[src/rtl/ex.sv]
// Execute stage of the RV32IM core: combinational ALU/multiplier plus an optional
// iterative radix-2 divider that stalls the pipe while busy (enabled by EX_DIV_EN).
module ex #(
  parameter int XLEN      = 32,
  parameter int DIV_CNT_W = 5
) (
  input  logic            clk,
  input  logic            rst_n,
  input  logic [XLEN-1:0] id_ex_reg_op_a_i,
  input  logic [XLEN-1:0] id_ex_reg_op_b_i,
  input  logic [4:0]      id_ex_reg_ALUctrl_i,
  input  logic [4:0]      id_ex_reg_reg_waddr_i,
  input  logic            id_ex_reg_reg_we_i,
  output logic [XLEN-1:0] ex_reg_wdata_o,
  output logic [4:0]      ex_reg_waddr_o,
  output logic            ex_reg_we_o,
  output logic            ex_stall_o
);

  localparam logic [4:0] ALU_ADD    = 5'd1;
  localparam logic [4:0] ALU_SUB    = 5'd2;
  localparam logic [4:0] ALU_AND    = 5'd3;
  localparam logic [4:0] ALU_OR     = 5'd4;
  localparam logic [4:0] ALU_XOR    = 5'd5;
  localparam logic [4:0] ALU_SLL    = 5'd6;
  localparam logic [4:0] ALU_SRL    = 5'd7;
  localparam logic [4:0] ALU_SRA    = 5'd8;
  localparam logic [4:0] ALU_SLT    = 5'd9;
  localparam logic [4:0] ALU_SLTU   = 5'd10;
  localparam logic [4:0] ALU_MUL    = 5'd11;
  localparam logic [4:0] ALU_MULH   = 5'd12;
  localparam logic [4:0] ALU_MULHU  = 5'd13;
  localparam logic [4:0] ALU_MULHSU = 5'd14;

  logic [XLEN-1:0]   op_a;
  logic [XLEN-1:0]   op_b;
  logic [4:0]        shamt;
  logic              mul_sa;
  logic              mul_sb;
  logic [2*XLEN-1:0] mul_ea;
  logic [2*XLEN-1:0] mul_eb;
  logic [2*XLEN-1:0] mul_prod;
  logic [XLEN-1:0]   alu_res;
  logic              alu_vld;

  assign op_a  = id_ex_reg_op_a_i;
  assign op_b  = id_ex_reg_op_b_i;
  assign shamt = op_b[4:0];

  // One shared multiplier: extend each operand by its signedness so the low
  // 2*XLEN bits of the product serve MUL, MULH, MULHU and MULHSU alike.
  assign mul_sa   = (id_ex_reg_ALUctrl_i == ALU_MULH) || (id_ex_reg_ALUctrl_i == ALU_MULHSU);
  assign mul_sb   = (id_ex_reg_ALUctrl_i == ALU_MULH);
  assign mul_ea   = {{XLEN{mul_sa & op_a[XLEN-1]}}, op_a};
  assign mul_eb   = {{XLEN{mul_sb & op_b[XLEN-1]}}, op_b};
  assign mul_prod = mul_ea * mul_eb;

  always_comb begin
    alu_res = '0;
    alu_vld = 1'b1;
    case (id_ex_reg_ALUctrl_i)
      ALU_ADD:    alu_res = op_a + op_b;
      ALU_SUB:    alu_res = op_a - op_b;
      ALU_AND:    alu_res = op_a & op_b;
      ALU_OR:     alu_res = op_a | op_b;
      ALU_XOR:    alu_res = op_a ^ op_b;
      ALU_SLL:    alu_res = op_a << shamt;
      ALU_SRL:    alu_res = op_a >> shamt;
      ALU_SRA:    alu_res = $signed(op_a) >>> shamt;
      ALU_SLT:    alu_res = {{(XLEN-1){1'b0}}, $signed(op_a) < $signed(op_b)};
      ALU_SLTU:   alu_res = {{(XLEN-1){1'b0}}, op_a < op_b};
      ALU_MUL:    alu_res = mul_prod[XLEN-1:0];
      ALU_MULH,
      ALU_MULHU,
      ALU_MULHSU: alu_res = mul_prod[2*XLEN-1:XLEN];
      default:    alu_vld = 1'b0;
    endcase
  end

  assign ex_reg_waddr_o = rst_n ? id_ex_reg_reg_waddr_i : 5'd0;

`ifdef EX_DIV_EN
  localparam logic [4:0] ALU_DIV  = 5'd15;
  localparam logic [4:0] ALU_REM  = 5'd17;
  localparam logic [4:0] ALU_REMU = 5'd18;

  typedef enum logic [1:0] {ST_IDLE, ST_BUSY, ST_DONE} state_t;

  state_t               state_q;
  logic [DIV_CNT_W-1:0] cnt_q;
  logic [XLEN-1:0]      quo_q, rem_q, dvs_q;
  logic                 neg_quo_q, neg_rem_q;
  logic [XLEN-1:0]      quo_d, rem_d;
  logic [XLEN:0]        rem_sh, rem_diff;
  logic                 is_div, is_signed, is_rem, div_zero, div_ovf;
  logic [XLEN-1:0]      min_int, abs_a, abs_b, div_res;

  assign min_int   = {1'b1, {(XLEN-1){1'b0}}};
  assign is_div    = (id_ex_reg_ALUctrl_i >= ALU_DIV) && (id_ex_reg_ALUctrl_i <= ALU_REMU);
  assign is_signed = (id_ex_reg_ALUctrl_i == ALU_DIV) || (id_ex_reg_ALUctrl_i == ALU_REM);
  assign is_rem    = (id_ex_reg_ALUctrl_i == ALU_REM) || (id_ex_reg_ALUctrl_i == ALU_REMU);
  assign div_zero  = (op_b == '0);
  assign div_ovf   = is_signed && (op_a == min_int) && (op_b == '1);
  assign abs_a     = (is_signed && op_a[XLEN-1]) ? -op_a : op_a;
  assign abs_b     = (is_signed && op_b[XLEN-1]) ? -op_b : op_b;

  // Restoring step: the dividend is shifted out of quo_q while quotient bits
  // are shifted in; a clear borrow bit means the trial subtraction sticks.
  assign rem_sh   = {rem_q, quo_q[XLEN-1]};
  assign rem_diff = rem_sh - {1'b0, dvs_q};
  assign rem_d    = rem_diff[XLEN] ? rem_sh[XLEN-1:0] : rem_diff[XLEN-1:0];
  assign quo_d    = {quo_q[XLEN-2:0], ~rem_diff[XLEN]};

  assign div_res = is_rem ? (neg_rem_q ? -rem_q : rem_q)
                          : (neg_quo_q ? -quo_q : quo_q);

  always_ff @(posedge clk) begin
    if (!rst_n) begin
      state_q   <= ST_IDLE;
      cnt_q     <= '0;
      quo_q     <= '0;
      rem_q     <= '0;
      dvs_q     <= '0;
      neg_quo_q <= 1'b0;
      neg_rem_q <= 1'b0;
    end else begin
      case (state_q)
        ST_IDLE: begin
          if (is_div) begin
            if (div_zero || div_ovf) begin
              quo_q     <= div_zero ? '1 : min_int;
              rem_q     <= div_zero ? op_a : '0;
              neg_quo_q <= 1'b0;
              neg_rem_q <= 1'b0;
              state_q   <= ST_DONE;
            end else begin
              quo_q     <= abs_a;
              rem_q     <= '0;
              dvs_q     <= abs_b;
              neg_quo_q <= is_signed & (op_a[XLEN-1] ^ op_b[XLEN-1]);
              neg_rem_q <= is_signed & op_a[XLEN-1];
              cnt_q     <= '0;
              state_q   <= ST_BUSY;
            end
          end
        end
        ST_BUSY: begin
          quo_q <= quo_d;
          rem_q <= rem_d;
          cnt_q <= cnt_q + DIV_CNT_W'(1);
          if (cnt_q == '1) state_q <= ST_DONE;
        end
        default: state_q <= ST_IDLE;
      endcase
    end
  end

  always_comb begin
    ex_reg_wdata_o = '0;
    ex_reg_we_o    = 1'b0;
    ex_stall_o     = 1'b0;
    if (rst_n) begin
      case (state_q)
        ST_IDLE: begin
          ex_stall_o     = is_div;
          ex_reg_wdata_o = alu_res;
          ex_reg_we_o    = alu_vld & id_ex_reg_reg_we_i;
        end
        ST_BUSY: ex_stall_o = 1'b1;
        default: begin
          ex_reg_wdata_o = div_res;
          ex_reg_we_o    = id_ex_reg_reg_we_i;
        end
      endcase
    end
  end
`else
  // Without the divider the stage is purely combinational.
  logic [DIV_CNT_W:0] unused_sig;
  assign unused_sig = {{DIV_CNT_W{1'b0}}, clk};

  assign ex_reg_wdata_o = rst_n ? alu_res : '0;
  assign ex_reg_we_o    = rst_n & alu_vld & id_ex_reg_reg_we_i;
  assign ex_stall_o     = 1'b0;
`endif

endmodule
[config.mk]
export PLATFORM = sky130hd
export DESIGN_NAME = ex
export DESIGN_NICKNAME = d
export VERILOG_FILES = /design/src/rtl/ex.sv
export SDC_FILE = /design/constraint.sdc
export NUM_CORES = 2
export LEC_CHECK = 0
export ABC_AREA = 1
export BUFFER_PORTS_ARGS = -buffer_cell sky130_fd_sc_hd__buf_2
export CAP_MARGIN = 20
export CORE_UTILIZATION = 60
export DETAILED_ROUTE_END_ITERATION = 8
export PLACE_DENSITY_LB_ADDON = 0.12
export SLEW_MARGIN = 15
export SYNTH_ARGS = -nofsm -noshare
export SYNTH_HDL_FRONTEND = slang
export SYNTH_SLANG_ARGS = --single-unit
[constraint.sdc]
create_clock -name vclk -period 20.1
set_input_delay 1.005 -clock vclk [all_inputs]
set_output_delay 1.005 -clock vclk [all_outputs]
set_load 0.1 [all_outputs]
==> flow_summary.ini <==
[run_status]
outcome = finished, final reports clean

[timing]
slew_viol_final = 0
setup_viol = 0
tightestPinTransition_ns = 1.235
final.setup.tns_ns = 0
rsz0062_at_grt = no
fmax_ghz = 0.07980
timing.hold.ws_ns = 2.467
final-hold-violation-count = 0
fin_crit_ns = 12.53
period_share_pct = 62.35
slew_headroom_pct = 17.64

[synth]
synth.area.top_cells = fa_1 45%, nand2_1 16%, inv_1 14%
syn_area_per_cell_um2 = 6.920
netlist_instances = 7295
syn_nets = 8808
ys.warnings.count = 0
synth.distinct_cells = 54
synth-seq-area-share_pct = 0
yosysTopAreaCell = fa_1
syn_area_mm2 = 0.05048
synth.top_cell.area_share_pct = 44.69

[worst_setup_path]
required_ns = 19.09
cp-end-kind = primary output
crit_family = adder cells
slowest_stage = fa_1
arrival_ns = 11.53
crit_fanout = 37
worst_setup_path_start_kind = input port
path_buf_inv = 10
crit_type = in2out
slowest_delay_ns = 0.85
critPathLaunch = id_ex_reg_op_a_i[31]
crit_top_cell = fa_1

[floorplan]
core_mm2 = 0.08342
die_y_um = 292.1
initial_core_util_pct = 60.51
io_pins = 116
die_w_um = 292.1
dieArea_mm2 = 0.08530
rows = 106

[drt]
via_per_inst = 5.859
drt_pass1_iterations = 9
drc = 0
vias = 48190
post_drt_wl_per_cell_um = 24.60
drt_iter0_drc = 5724
ant_nets = 0
wl_um = 202300

[finish]
drive_above_1_share_pct = 3.474
flops_and_latches = 0
nClkBuffers = 0
multi_input_area_mm2 = 0.04175
final_util_pct = 61.80
layout.nets = 8653
fill_cells = 7235
areaGrowthSynthToFinish_pct = 2.124
ff_latch_area_um2 = 0

[clock_network]
postCtsSetupBuffers = 0
cts_hold_buf = 0
cts_resized = 0

[placed_design]
place.gp.congestion = 1.103
io_buffers = 114
hpwl_um = 164900

[grt]
grt_max_degree = 70
track_usage_pct = 48.83
antenna_found_initial = 7
grt-ovfl-total = 0
grt_pass1_vias = 50880
grt_pass1_wl_um = 305200

[min_path]
hold_class = in2out
hp-start = id_ex_reg_reg_waddr_i[4]

[job]
maxCapViolations = 0
## worst paths after layout
path	cells after the start	slack [ns]	endpoint
min	4	2.47	ex_reg_waddr_o[4]
max	32	7.57	ex_reg_wdata_o[21]
## through the flow
step,instance area (um^2),cells,setup slack [ns]
detailed placement,51500,8217,8.058
finish,51550,8226,7.569
floorplan,50480,7295,9.495
CTS,51500,8217,8.019
global placement,51500,8217,8.214
global route,51530,8218,7.313
## per-layer routing
layer  part of all wire (%)  vias to the layer above  GRT usage [%]
met1                     35                    23090          59.10
met4                    9.8                        2          38.83
met3                     12                      999          12.72
met5                 0.0064                        -              0
li1                       -                    20780              -
met2                     43                     3330          74.14
## layout by cell type, fill, tap and decap left out, drive strengths merged, types with 3 or more instances in the layout
cell     count
inv       1940
ha         309
a21oi      190
o221ai       3
o2111ai      4
o211ai      12
fa        1127
and2         9
nand3b      13
a22o         3
nor2       417
nand4       66
o22ai       20
xor2         5
xnor2       11
o21bai      35
a21o         3
o21ai      125
a21boi       4
nor4         5
nand3      489
clkinv       5
a31oi        4
buf        185
nor3        29
diode        8
nand2     2099
or2         14
and3         3
## kinds of logic after synthesis
family | share of synthesized area [%]
other cells | 0.007428
fa+ha+maj | 52.35
compound gates | 4.560
xor+xnor | 0.2776
simple gates | 25.50
buf+inv | 17.30
## cell type report
type,count,area share [%]
Inverter,1945,14.17
Multi-Input combinational cell,5008,80.98
Timing Repair Buffer,185,2.189
Antenna cell,8,0.03883
Tap cell,1080,2.621
## cell usage after synthesis (6+ instances only)
cell type,number
nand2_1,2093
inv_1,1924
fa_1,1127
nand3_1,483
nor2_1,404
ha_1,309
clkbuf_1,244
a21oi_1,182
o21ai_0,106
nand4_1,66
buf_2,57
o21bai_1,35
buf_1,26
nor3_1,26
o22ai_1,20
o21ai_1,18
inv_2,14
nand3b_1,13
o211ai_1,12
buf_4,11
nor2_2,11
xnor2_1,11
and2_1,9
a21oi_2,8
or2_2,8
clkinv_1,6
nand3_2,6
or2_1,6
